### src/rtl/axi_master_bridge_pkg.sv
// axi_master_bridge_pkg: shared AXI codes, size codes, FSM states and byte-lane mask helper for the bridge
package axi_master_bridge_pkg;
  localparam logic [1:0] AXI_RESP_OKAY = 2'b00;
  localparam logic [1:0] AXI_BURST_INCR = 2'b01;
  localparam logic [1:0] SIZE_B = 2'b00;
  localparam logic [1:0] SIZE_H = 2'b01;
  localparam logic [1:0] SIZE_W = 2'b10;
  localparam logic [1:0] SIZE_D = 2'b11;
  typedef enum logic [2:0] {IDLE, RD_A, RD_D, WR_AW, WR_B} state_t;
  function automatic logic [7:0] size_mask(input logic [1:0] size);
    return size == SIZE_B ? 8'h01 : size == SIZE_H ? 8'h03 : size == SIZE_W ? 8'h0F : 8'hFF;
  endfunction
endpackage

### src/rtl/axi_master_bridge_lane_align.sv
// axi_master_bridge_lane_align: maps access size and byte offset onto the 8 AXI byte lanes
//  size/offset   access size code and addr[2:0]
//  wdata_in      LSB-aligned store data  -> wdata_out shifted into its lanes, wstrb lane enables
//  rdata_in      raw AXI read beat       -> rdata_out shifted down to LSB, bytes above size zeroed
module axi_master_bridge_lane_align
  import axi_master_bridge_pkg::*;
#(
  parameter int DATA_W = 64
) (
  input  logic [1:0]        size,
  input  logic [2:0]        offset,
  input  logic [DATA_W-1:0] wdata_in,
  input  logic [DATA_W-1:0] rdata_in,
  output logic [7:0]        wstrb,
  output logic [DATA_W-1:0] wdata_out,
  output logic [DATA_W-1:0] rdata_out
);
  logic [7:0] m;
  logic [DATA_W-1:0] byte_mask;
  assign m = size_mask(size);
  for (genvar i = 0; i < 8; i++) assign byte_mask[i*8 +: 8] = {8{m[i]}};
  // lanes pushed past byte 7 fall off the 8-bit strobe
  assign wstrb = m << offset;
  assign wdata_out = wdata_in << {offset, 3'b000};
  assign rdata_out = (rdata_in >> {offset, 3'b000}) & byte_mask;
endmodule

### src/rtl/axi_master_bridge.sv
// axi_master_bridge: runs one arbiter request at a time as a single-beat AXI4 read or write
//  clock/reset   single clock, asynchronous active-high reset
//  req_*         request from arbiter; req_ready high only while idle
//  rsp_*         one-cycle completion pulse with id, LSB-aligned read data and error flag
//  aw/w/b/ar/r   AXI4 master channels, len=0, INCR bursts
//  AXI_BRIDGE_RESP_CHECK_EN: when defined rsp_err reports non-OKAY rresp/bresp, otherwise rsp_err stays 0
module axi_master_bridge
  import axi_master_bridge_pkg::*;
#(
  parameter int ADDR_W = 32,
  parameter int DATA_W = 64,
  parameter int ID_W = 4
) (
  input  logic              clock,
  input  logic              reset,
  input  logic              req_valid,
  input  logic              req_wr,
  input  logic [ADDR_W-1:0] req_addr,
  input  logic [DATA_W-1:0] req_wdata,
  input  logic [1:0]        req_size,
  input  logic [ID_W-1:0]   req_id,
  output logic              req_ready,
  output logic              rsp_valid,
  output logic [ID_W-1:0]   rsp_id,
  output logic [DATA_W-1:0] rsp_rdata,
  output logic              rsp_err,
  output logic              awvalid,
  input  logic              awready,
  output logic [ADDR_W-1:0] awaddr,
  output logic [ID_W-1:0]   awid,
  output logic [7:0]        awlen,
  output logic [2:0]        awsize,
  output logic [1:0]        awburst,
  output logic              wvalid,
  input  logic              wready,
  output logic [DATA_W-1:0] wdata,
  output logic [7:0]        wstrb,
  output logic              wlast,
  input  logic              bvalid,
  output logic              bready,
  input  logic [1:0]        bresp,
  input  logic [ID_W-1:0]   bid,
  output logic              arvalid,
  input  logic              arready,
  output logic [ADDR_W-1:0] araddr,
  output logic [ID_W-1:0]   arid,
  output logic [7:0]        arlen,
  output logic [2:0]        arsize,
  output logic [1:0]        arburst,
  input  logic              rvalid,
  output logic              rready,
  input  logic [DATA_W-1:0] rdata,
  input  logic [1:0]        rresp,
  input  logic              rlast,
  input  logic [ID_W-1:0]   rid
);
  state_t state, state_nxt;
  logic [ADDR_W-1:0] addr_q;
  logic [DATA_W-1:0] wdata_q, rd_aligned;
  logic [1:0] size_q;
  logic [ID_W-1:0] id_q;
  logic aw_done, w_done, rd_fin, wr_fin, r_err, b_err, unused_bits;
`ifdef AXI_BRIDGE_RESP_CHECK_EN
  assign r_err = rresp != AXI_RESP_OKAY;
  assign b_err = bresp != AXI_RESP_OKAY;
  assign unused_bits = ^{rid, rlast, bid};
`else
  assign r_err = 1'b0;
  assign b_err = 1'b0;
  assign unused_bits = ^{rid, rlast, bid, rresp, bresp};
`endif
  axi_master_bridge_lane_align #(.DATA_W(DATA_W)) u_align (
    .size(size_q),
    .offset(addr_q[2:0]),
    .wdata_in(wdata_q),
    .rdata_in(rdata),
    .wstrb(wstrb),
    .wdata_out(wdata),
    .rdata_out(rd_aligned)
  );
  // req_ready is held low while reset is asserted so nothing is accepted during reset
  assign req_ready = state == IDLE && !reset;
  assign arvalid = state == RD_A;
  assign araddr = addr_q;
  assign arid = id_q;
  assign arlen = 8'd0;
  assign arsize = {1'b0, size_q};
  assign arburst = AXI_BURST_INCR;
  assign rready = state == RD_D;
  // AW and W are offered together and each retires on its own handshake
  assign awvalid = state == WR_AW && !aw_done;
  assign wvalid = state == WR_AW && !w_done;
  assign awaddr = addr_q;
  assign awid = id_q;
  assign awlen = 8'd0;
  assign awsize = {1'b0, size_q};
  assign awburst = AXI_BURST_INCR;
  assign wlast = 1'b1;
  assign bready = state == WR_B;
  assign rd_fin = state == RD_D && rvalid;
  assign wr_fin = state == WR_B && bvalid;
  always_comb begin
    state_nxt = state;
    case (state)
      IDLE:    state_nxt = req_valid ? (req_wr ? WR_AW : RD_A) : IDLE;
      RD_A:    state_nxt = arready ? RD_D : RD_A;
      RD_D:    state_nxt = rvalid ? IDLE : RD_D;
      WR_AW:   state_nxt = (aw_done || awready) && (w_done || wready) ? WR_B : WR_AW;
      WR_B:    state_nxt = bvalid ? IDLE : WR_B;
      default: state_nxt = IDLE;
    endcase
  end
  always_ff @(posedge clock or posedge reset) begin
    if (reset) begin
      state <= IDLE;
      addr_q <= '0;
      wdata_q <= '0;
      size_q <= '0;
      id_q <= '0;
      aw_done <= 1'b0;
      w_done <= 1'b0;
      rsp_valid <= 1'b0;
      rsp_id <= '0;
      rsp_rdata <= '0;
      rsp_err <= 1'b0;
    end else begin
      state <= state_nxt;
      rsp_valid <= rd_fin || wr_fin;
      rsp_err <= rd_fin ? r_err : wr_fin && b_err;
      if (req_ready && req_valid) begin
        addr_q <= req_addr;
        wdata_q <= req_wdata;
        size_q <= req_size;
        id_q <= req_id;
        aw_done <= 1'b0;
        w_done <= 1'b0;
      end
      if (awvalid && awready) aw_done <= 1'b1;
      if (wvalid && wready) w_done <= 1'b1;
      if (rd_fin) rsp_rdata <= rd_aligned;
      if (rd_fin || wr_fin) rsp_id <= id_q;
    end
  end
endmodule

### config.mk
export PLATFORM = sky130hd
export DESIGN_NAME = axi_master_bridge
export DESIGN_NICKNAME = d
export VERILOG_FILES = /design/src/rtl/axi_master_bridge_pkg.sv /design/src/rtl/axi_master_bridge_lane_align.sv /design/src/rtl/axi_master_bridge.sv
export SDC_FILE = /design/constraint.sdc
export NUM_CORES = 1
export LEC_CHECK = 0
export ABC_CLOCK_PERIOD_IN_PS = 6960
export CORE_AREA = 2 2 170 172
export DETAILED_ROUTE_END_ITERATION = 16
export DIE_AREA = 0 0 172 174
export PLACE_DENSITY_LB_ADDON = 0.05
export SYNTH_ARGS = -nofsm -noshare
export SYNTH_HDL_FRONTEND = slang
export SYNTH_SLANG_ARGS = --single-unit
### constraint.sdc
create_clock -name clock -period 6.96 [get_ports clock]
set_clock_uncertainty 0.1 [all_clocks]
set_input_delay 1.044 -clock clock [delete_from_list [all_inputs] [get_ports clock]]
set_output_delay 1.044 -clock clock [all_outputs]
set_load 0.01 [all_outputs]
# Yosys cells after proc, flatten, opt, wreduce, memory -nomap -nowiden
# Index checks and enable logic that the tools add are counted.
# W data, S select, Z words.
[op_classes] n_eq_ne=6 shift=3 muxes=13 reduce_logical=19 bitwise_logic=1
[op_table] operator="$and A64 B64 Y64" n=1
[op_table] operator="$shl A64 B6 Y64" n=1
[op_table] operator="$shr A64 B6 Y64" n=1
[op_table] operator="$mux W8" n=3
[op_table] operator="$pmux W3 S5" n=1
[op_table] operator="$logic_and A1 B1 Y1" n=9
[op_table] operator="$mux W2" n=4
[op_table] operator="$shl A8 B3 Y8" n=1
[op_table] operator="$eq A3 B2 Y1 const B" n=2
[op_table] operator="$mux W3" n=2
[op_table] operator="$reduce_bool A2 Y1" n=2
[op_table] operator="$eq A3 B1 Y1 const B" n=1
[op_table] operator="$eq A3 B3 Y1 const B" n=1
[op_table] operator="$logic_not A1 Y1" n=3
[op_table] operator="$logic_not A3 Y1" n=1
[op_table] operator="$logic_or A1 B1 Y1" n=3
[op_table] operator="$mux W1" n=3
[op_table] operator="$eq A2 B1 Y1 const B" n=1
[op_table] operator="$eq A2 B2 Y1 const B" n=1
[op_table] operator="$logic_not A2 Y1" n=1
[totals] input_bits=188 elab_cells=52 reg_bits=176 out_inout_bits=247

# Depth between registers and ports, before layout
# Gate-level depths: netlist of run 1.
[logic_depth] depth_word=5 ltp_mapped=8 ltp_nobuf=4

# Hierarchy
# From an unflattened synthesis of run 1, not the netlist that was laid out.
[unflattened] hier_cells=942 area_unflattened_um2=10859.2
[modules_own_cells] module="axi_master_bridge" seq_area_each_um2=4404.2 instances=1 area_per_inst_um2=7363.3 cells_per_inst=459
[modules_own_cells] module="axi_master_bridge_lane_align" seq_area_each_um2=0.0 instances=1 area_per_inst_um2=3495.9 cells_per_inst=483

# Worst setup path after synthesis of run 1
# Ideal clock, no wire load.
[synth_path] kind="register to output" startpoint="register addr_q[0] (netlist: araddr[0])" endpoint="output port wdata[0]" slack_ns=4.085 n_path_buf=3 required_ns=5.816 t_arrival_ns=1.731 stages_incl_launch_ff=6 cell_sequence="dfrtp_1 > buf_4 > buf_6 > buf_4 > nor3_1 > and2_1"
[synth_via] elab_chain_len=1
[synth_lines] element="from (decl)" line_no="axi_master_bridge.sv:58" source="logic [ADDR_W-1:0] addr_q;"
[synth_lines] element="from (signal assigned)" line_no="axi_master_bridge.sv:131" source="addr_q <= req_addr;"
[synth_lines] element="$shl A64 B6 Y64" line_no="axi_master_bridge_lane_align.sv:24" source="assign wdata_out = wdata_in << {offset, 3'b000};"
[synth_lines] element="to (decl)" line_no="axi_master_bridge.sv:36" source="output logic [DATA_W-1:0] wdata,"
# Every way passes these cells.

# Worst setup path in the final report of run 1
[layout_path] startpoint="register addr_q[1] (netlist: araddr[1])" endpoint="output port wstrb[4]"
[layout_via] elab_chain_len=1
[layout_lines] element="$shl A8 B3 Y8" line_no="axi_master_bridge_lane_align.sv:23" source="assign wstrb = m << offset;"
[layout_lines] element="to (decl)" line_no="axi_master_bridge.sv:37" source="output logic [7:0] wstrb,"
# Every way passes these cells.

==> metrics.txt, run 1 <==
# TYPE chip_impl_metric gauge
chip_impl_info{name="run_status",value="completed"} 1
chip_impl_metric{name="clock_insertion_delay_worst_skew",unit="ps"} 430
chip_impl_metric{name="grt_first_pass_wirelength",unit="um"} 56200
chip_impl_info{name="crit_path_end_kind",value="output port"} 1
chip_impl_metric{name="grt_start_max_net_pins",unit=""} 139
chip_impl_info{name="area_leader_netlist",value="dfrtp_1"} 1
chip_impl_info{name="final_cell_mix",value="397 x clkdlybuf4s50_1, 173 x dfrtp_1, 117 x mux2i_1, 103 x nand2_1, 90 x mux2_2"} 1
chip_impl_metric{name="fp.coreArea",unit="sq mm"} 0.0282
chip_impl_metric{name="finalHoldViolations",unit=""} 0
chip_impl_metric{name="detail_route.iter0.violations",unit=""} 708
chip_impl_metric{name="synth_top_cell_area_share",unit="%"} 40.7
chip_impl_metric{name="detailroute.wirelength.met2",unit="um"} 16900
chip_impl_metric{name="die_area",unit="sq mm"} 0.0299
chip_impl_metric{name="cts_buffer_depth",unit=""} 2
chip_impl_metric{name="p_leak",unit="uW"} 0.00650
chip_impl_metric{name="dp_hpwl",unit="um"} 27200
chip_impl_metric{name="yosysWarnings",unit=""} 0
chip_impl_metric{name="max_stage_delay_on_crit_path",unit="ps"} 900
chip_impl_metric{name="start_util",unit="%"} 38.3
chip_impl_metric{name="nNetsFinal",unit=""} 1526
chip_impl_metric{name="hold_ws",unit="ps"} 381
chip_impl_metric{name="finalNonFillerCells",unit=""} 1739
chip_impl_metric{name="finish.utilization",unit="%"} 53.7
chip_impl_metric{name="area_overhead_vs_synth",unit="%"} 40.2
chip_impl_info{name="crit_chain",value="nand2b_1, nor2_1, nor2_1, o21ai_0, clkdlybuf4s50_1"} 1
chip_impl_metric{name="power.share.sequential",unit="%"} 27.4
chip_impl_metric{name="ys_ff_latch",unit=""} 176
chip_impl_info{name="most_common_library_cell_in_the_layout_ignoring_fill_and_taps",value="clkdlybuf4s50_1"} 1
chip_impl_info{name="synth_area_leaders",value="dfrtp_1 41%, mux2i_1 11%, mux2_2 9.4%"} 1
chip_impl_metric{name="finalMaxSlewViolations",unit=""} 0
chip_impl_metric{name="p_sw",unit="uW"} 3280
chip_impl_info{name="top_layer_used",value="met5"} 1
chip_impl_metric{name="postRouteAntennaNets",unit=""} 0
chip_impl_metric{name="post_cts_hold_buffer_count",unit=""} 0
chip_impl_info{name="ctsRootBufferMaster",value="clkbuf_16"} 1
chip_impl_metric{name="globalRoute.totalOverflow",unit=""} 0
chip_impl_metric{name="power_density",unit="mW/mm^2"} 514
chip_impl_metric{name="max_clock_freq",unit="GHz"} 0.212
chip_impl_metric{name="syn-cell-area",unit="sq mm"} 0.0108
chip_impl_metric{name="dieWidth",unit="um"} 172
chip_impl_metric{name="detail_route.wirelength.met1",unit="um"} 17100
chip_impl_metric{name="rows",unit=""} 62
chip_impl_info{name="timing.critical_path.mode_cell",value="nor2_1"} 1
chip_impl_metric{name="drc_errors",unit=""} 0
chip_impl_info{name="holdCritStartpoint",value="rsp_rdata[56]"} 1
chip_impl_metric{name="synth.yosys.seq_area_share",unit="%"} 40.7
chip_impl_info{name="worstSetupStartpointType",value="flop"} 1
chip_impl_metric{name="power.switching_fraction",unit="%"} 42.1
chip_impl_metric{name="intPower",unit="uW"} 4520
chip_impl_metric{name="antenna_violations_before_repair",unit=""} 6
chip_impl_metric{name="setup_viol",unit=""} 0
chip_impl_metric{name="timing.final.crit_period",unit="ps"} 4720
chip_impl_metric{name="cp.arrival",unit="ps"} 3580
chip_impl_metric{name="worst_ir_drop_vdd",unit="mV"} 0.273
chip_impl_metric{name="ctsHtreeMaxLevel",unit=""} 4
chip_impl_info{name="timing.hold.worst.class",value="flop to flop"} 1
chip_impl_metric{name="period_share",unit="%"} 67.9
chip_impl_metric{name="postCtsSetupBuffers",unit=""} 0
chip_impl_metric{name="tns",unit="ps"} 0
chip_impl_metric{name="grt.total_usage",unit="%"} 25.0
chip_impl_metric{name="drt-pass1-iter-count",unit=""} 6
chip_impl_metric{name="portBuffers",unit=""} 397
chip_impl_metric{name="detail_route.wl_per_cell",unit="um"} 21.9
chip_impl_metric{name="stdcell_area",unit="sq mm"} 0.0152
chip_impl_info{name="rsz0062_at_grt",value="no"} 1
chip_impl_metric{name="total_vias_in_the_final_route",unit=""} 9196
chip_impl_metric{name="share_comb_of_total_power",unit="%"} 59.5
chip_impl_metric{name="met3_wirelength",unit="um"} 3150
chip_impl_metric{name="via_count_of_the_first_global_routing_pass",unit=""} 8769
chip_impl_info{name="timing.rr.start",value="araddr[1]"} 1
chip_impl_metric{name="die-height",unit="um"} 174
chip_impl_metric{name="synthesis.area_per_instance",unit="sq um"} 10.5
chip_impl_info{name="startpoint",value="araddr[1]"} 1
chip_impl_metric{name="placedInstanceArea",unit="sq mm"} 0.0146
chip_impl_metric{name="tightest_slew",unit="ps"} 1070
chip_impl_metric{name="clock_power_share",unit="%"} 13.1
chip_impl_metric{name="dp.cells",unit=""} 1703
chip_impl_metric{name="worstPathRequired",unit="ps"} 5820
chip_impl_info{name="cp_slowest_cell",value="nor2_1"} 1
chip_impl_metric{name="clkTransAtPathRegs",unit="ps"} 70
chip_impl_metric{name="cts.repair.resized",unit=""} 0
chip_impl_metric{name="place_congestion",unit=""} 0.877
chip_impl_metric{name="clock_sink_count",unit=""} 176
chip_impl_metric{name="fraction_of_layout_cells_with_a_size_suffix_above_1",unit="%"} 15.5
chip_impl_metric{name="postSynthCellCount",unit=""} 1031
chip_impl_metric{name="drt_wl_total",unit="um"} 38100
chip_impl_info{name="tritoncts",value="yes"} 1
chip_impl_metric{name="max-slew-margin-rel",unit="%"} 28.2
chip_impl_metric{name="path_max_fanout",unit=""} 71
chip_impl_metric{name="design.portCount",unit=""} 435
chip_impl_metric{name="maxCapViolations",unit=""} 0
chip_impl_metric{name="post_drt_via_cell_ratio",unit=""} 5.29
chip_impl_metric{name="cts_made_buffers",unit=""} 17
chip_impl_info{name="kind_of_critical_path",value="flop to output port"} 1
chip_impl_metric{name="number_of_different_library_cells_in_the_post_synthesis_netlist",unit=""} 42
final timing paths:
| kind | endpoint | slack [ps] | depth (start not counted) |
|---|---|---|---|
| worst max-delay path | wstrb[4] | 2240 | 5 |
| max in group asynchronous | araddr[2] | 4380 | 3 |
| worst min-delay path | rsp_rdata[56] | 380 | 2 |
| worst max register to register | rsp_rdata[63] | 3630 | 4 |
| worst min register to register | rsp_rdata[56] | 380 | 2 |
| min in group asynchronous | araddr[26] | 1210 | 2 |
Yosys cell counts (all sizes together):
cell type	count
or2	1
inv	6
a32o	8
nand4	3
and2	11
a32oi	4
nand3b	1
nand2b	2
a22oi	30
nand2	105
a221oi	1
o21ai	71
a31oi	5
o2bb2ai	3
nor4	1
a22o	2
a21oi	53
nor2	80
nor2b	7
o211ai	6
o221ai	8
nor3b	3
nor3	4
o22ai	19
clkbuf	28
o21ba	1
a211oi	4
o31ai	1
mux2i	117
mux2	148
mux4	7
dfrtp	176
conb	2
buf	113
cell families after synthesis:
family          synth area share, %
mux                            29.7
simple gates                   8.62
compound gates                 12.3
flops                          40.7
buf+inv                        8.64
other cells                  0.0694
worst max-delay path: cells and delay by family, from the launching register on:
family | cells | cell delay (ps)
buffers and inverters | 1 | 670
AOI/OAI and AO/OA | 1 | 120
DFF | 1 | 790
and+or+nand+nor | 3 | 1520
state kept, by name, summed over array words and instances (netlist names):
signal     flops
rsp_id         4
state          3
aw_done        1
rsp_rdata     64
arid           4
araddr        32
rsp_valid      1
size_q         2
wdata_q       64
w_done         1
power by group through the flow:
stage	combinational, uW	clock, uW	sequential [uW]
after floorplan	2800	0	1910
after global placement	4620	0	2130
after detailed placement	4630	0	2140
after CTS	4660	1040	2130
after global routing	4940	1080	2210
final	4650	1020	2140
metal layers:
metal  vias to the layer above  GRT usage (%)
met3                        51           6.38
met2                       402           37.1
li1                       4238              -
met1                      4501           35.7
met4                         4           7.63
met5                         -              0
cell type report:
class                           count  area [sq um]
Clock inverter                     14           169
Clock buffer                       18           439
Timing Repair Buffer              407          4050
Fill cell                        2599         13100
Multi-Input combinational cell    730          5580
Antenna cell                        4          10.0
Sequential cell                   176          4410
Tap cell                          384           480
Inverter                            6          30.0
metrics by stage:
stage / worst slack [ps] / power, uW
finish: 2240 / 7800
global route: 2080 / 8240
CTS: 2290 / 7830
detailed placement: 2770 / 6770
global placement: 2780 / 6740
floorplan: 1040 / 4710
No activity file was read; power rests on OpenSTA's default activity.
==> inputs of run 2 (changes only) <==
- ABC_CLOCK_PERIOD_IN_PS: 6960 -> 4200
- CORE_AREA: 2 2 170 172 -> not set
- CORE_ASPECT_RATIO: not set -> 0.75
- CORE_UTILIZATION: not set -> 40
- DIE_AREA: 0 0 172 174 -> not set
- clock period: 6.96 -> 4.2 ns (I/O delays scaled with it)
==> run 2 against run 1 <==
Compared with the run above: clock-buffer cell count unchanged; cell count down 2.0%; utilization up 4.2 points; clock power up 65%; wire length up 0.23%; cell area up 0.21%; die area down 7.4%; worst setup slack worse by 2000 ps; largest cell class unchanged.
==> metrics.txt, run 2 (same netlist as run 1, synthesis figures left out) <==
# TYPE chip_impl_metric gauge
chip_impl_info{name="run_status",value="completed"} 1
chip_impl_metric{name="intPower",unit="uW"} 7630
chip_impl_metric{name="grt_first_pass_wirelength",unit="um"} 55900
chip_impl_metric{name="grt.total_usage",unit="%"} 27.5
chip_impl_metric{name="worst_ir_drop_vdd",unit="mV"} 0.455
chip_impl_metric{name="power_density",unit="mW/mm^2"} 859
chip_impl_metric{name="p_leak",unit="uW"} 0.00655
chip_impl_metric{name="post_drt_via_cell_ratio",unit=""} 5.36
chip_impl_info{name="most_common_library_cell_in_the_layout_ignoring_fill_and_taps",value="clkdlybuf4s50_1"} 1
chip_impl_metric{name="rows",unit=""} 51
chip_impl_metric{name="detail_route.iter0.violations",unit=""} 646
chip_impl_metric{name="dieWidth",unit="um"} 192
chip_impl_metric{name="tightest_slew",unit="ps"} 1030
chip_impl_metric{name="timing.final.crit_period",unit="ps"} 3960
chip_impl_metric{name="portBuffers",unit=""} 397
chip_impl_metric{name="report.power.total",unit="uW"} 13100
chip_impl_metric{name="period_share",unit="%"} 94.4
chip_impl_metric{name="detailroute.wirelength.met2",unit="um"} 16200
chip_impl_metric{name="postCtsSetupBuffers",unit=""} 0
chip_impl_metric{name="globalRoute.totalOverflow",unit=""} 0
chip_impl_metric{name="sequential_cell_area",unit="sq mm"} 0.00441
chip_impl_metric{name="fraction_of_layout_cells_with_a_size_suffix_above_1",unit="%"} 15.9
chip_impl_metric{name="tns",unit="ps"} 0
chip_impl_info{name="cp_slowest_cell",value="nor2_1"} 1
chip_impl_metric{name="power.switching_fraction",unit="%"} 41.6
chip_impl_metric{name="postRouteAntennaNets",unit=""} 0
chip_impl_metric{name="die-height",unit="um"} 144
chip_impl_metric{name="place_congestion",unit=""} 0.933
chip_impl_metric{name="clock_sink_count",unit=""} 176
chip_impl_metric{name="cts_buffer_depth",unit=""} 2
chip_impl_metric{name="worstPathRequired",unit="ps"} 3470
chip_impl_metric{name="finalHoldViolations",unit=""} 0
chip_impl_metric{name="post_cts_hold_buffer_count",unit=""} 0
chip_impl_metric{name="grt_start_max_net_pins",unit=""} 107
chip_impl_metric{name="cts_made_buffers",unit=""} 17
chip_impl_metric{name="drt_wl_total",unit="um"} 38200
chip_impl_metric{name="n_fill_cell",unit=""} 2299
chip_impl_metric{name="finalMaxSlewViolations",unit=""} 0
chip_impl_metric{name="total_vias_in_the_final_route",unit=""} 9145
chip_impl_metric{name="worst-r2r-setup-slack",unit="ps"} 1600
chip_impl_metric{name="maxCapViolations",unit=""} 0
chip_impl_metric{name="drt-pass1-iter-count",unit=""} 5
chip_impl_metric{name="cts.repair.resized",unit=""} 0
chip_impl_metric{name="design.portCount",unit=""} 435
chip_impl_metric{name="antenna_violations_before_repair",unit=""} 2
chip_impl_metric{name="via_count_of_the_first_global_routing_pass",unit=""} 8876
chip_impl_info{name="timing.critical_path.mode_cell",value="nor2_1"} 1
chip_impl_info{name="crit_chain",value="nand2b_1, nor2_1, nor2_1, o21ai_0, clkdlybuf4s50_1"} 1
chip_impl_metric{name="dp_hpwl",unit="um"} 28100
chip_impl_metric{name="die_area",unit="sq mm"} 0.0277
chip_impl_info{name="final_cell_mix",value="397 x clkdlybuf4s50_1, 173 x dfrtp_1, 117 x mux2i_1, 103 x nand2_1, 90 x mux2_2"} 1
chip_impl_info{name="ctsRootBufferMaster",value="clkbuf_16"} 1
chip_impl_metric{name="power.share.sequential",unit="%"} 26.0
chip_impl_metric{name="detail_route.wirelength.met1",unit="um"} 18200
chip_impl_info{name="tritoncts",value="yes"} 1
chip_impl_metric{name="path_max_fanout",unit=""} 33
chip_impl_metric{name="detail_route.wl_per_cell",unit="um"} 22.4
chip_impl_metric{name="area_overhead_vs_synth",unit="%"} 40.5
chip_impl_metric{name="max-slew-margin-rel",unit="%"} 30.9
chip_impl_metric{name="setup_viol",unit=""} 0
chip_impl_metric{name="max_stage_delay_on_crit_path",unit="ps"} 870
chip_impl_metric{name="clkTransAtPathRegs",unit="ps"} 60
chip_impl_metric{name="p_sw",unit="uW"} 5430
chip_impl_metric{name="start_util",unit="%"} 41.2
chip_impl_info{name="rsz0062_at_grt",value="no"} 1
chip_impl_metric{name="max_clock_freq",unit="GHz"} 0.252
chip_impl_info{name="worstSetupStartpointType",value="flop"} 1
chip_impl_metric{name="met3_wirelength",unit="um"} 2920
chip_impl_info{name="critical-path-top-delay-family",value="simple AND/OR/NAND/NOR gates"} 1
chip_impl_metric{name="clock_power_share",unit="%"} 12.9
chip_impl_info{name="crit_path_end_kind",value="output port"} 1
chip_impl_metric{name="drc_errors",unit=""} 0
chip_impl_info{name="top_layer_used",value="met5"} 1
chip_impl_metric{name="share_comb_of_total_power",unit="%"} 61.2
chip_impl_metric{name="nNetsFinal",unit=""} 1536
chip_impl_info{name="kind_of_critical_path",value="flop to output port"} 1
chip_impl_metric{name="number_of_buffers_and_inverters_on_the_critical_path",unit=""} 1
chip_impl_metric{name="ctsHtreeMaxLevel",unit=""} 4
chip_impl_metric{name="clock_insertion_delay_worst_skew",unit="ps"} 440
chip_impl_metric{name="fp.coreArea",unit="sq mm"} 0.0262
chip_impl_metric{name="multi_input_area",unit="sq mm"} 0.00558
chip_impl_info{name="timing.hold.worst.class",value="flop to flop"} 1
chip_impl_metric{name="cp.arrival",unit="ps"} 3230
[run 2: cell types whose count changed in the layout (fill, tap and decap cells not counted)]
cell | previous run | this run
inv_6 | 2 | 5
clkinv_4 | 2 | 0
nor2b_2 | 1 | 0
nor2b_1 | 6 | 7
clkbuf_8 | 1 | 0
inv_8 | 6 | 2
clkbuf_1 | 0 | 1
clkinv_2 | 0 | 2
buf_4 | 10 | 18
clkinv_8 | 2 | 0
diode_2 | 4 | 1
buf_12 | 0 | 2
bufinv_16 | 1 | 3
[run 2: power by group through the flow]
stage	clock network, uW	registers, uW	logic, uW
final	1680	3390	7990
after global routing	1780	3500	8530
after CTS	1720	3370	7990
after detailed placement	0	3380	7950
after global placement	0	3360	7910
after floorplan	0	3170	4630
[run 2: metrics by stage]
step	instances	util, %	cell area [sq um]	hold slack [ps]	setup WS [ps]
after floorplan	1053	-	10900	375	1220
after CTS	1704	57.9	15200	385	254
final	1705	58.0	15200	376	235
after global placement	1673	55.6	14600	361	730
after detailed placement	1673	55.6	14600	369	736
after global routing	1705	58.0	15200	403	147
[run 2: metal layers]
metal  vias to the layer above  global-route usage (%)
met5                         -                       0
met1                      4448                    40.8
met3                        45                    6.38
li1                       4246                       -
met4                         2                    8.73
met2                       404                    38.9
[run 2: final cells by class]
cell class	count	share of cell area, %
multi-input cells	730	36.7
flip-flops and latches	176	29.0
repair buffers	417	27.3
well taps	344	2.83
clock buffers	18	2.82
clock inverters	13	1.14
inverters	6	0.173
diodes	1	0.0165
[run 2: final timing paths]
| path | endpoint | start | depth (start not counted) |
|---|---|---|---|
| min | rsp_rdata[24] | rsp_rdata[24] | 2 |
| min in group asynchronous | wdata_q[61] | reset | 2 |
| max reg2reg | rsp_rdata[11] | araddr[1] | 5 |
| max in group asynchronous | araddr[1] | reset | 3 |
| max | wstrb[4] | araddr[1] | 5 |
| min reg2reg | rsp_rdata[24] | rsp_rdata[24] | 2 |
[run 2: tightest hold or removal path: stages, from the launching register on]
cell and delay, ps:
dfrtp_1 340, nand2_1 40, o21ai_0 60
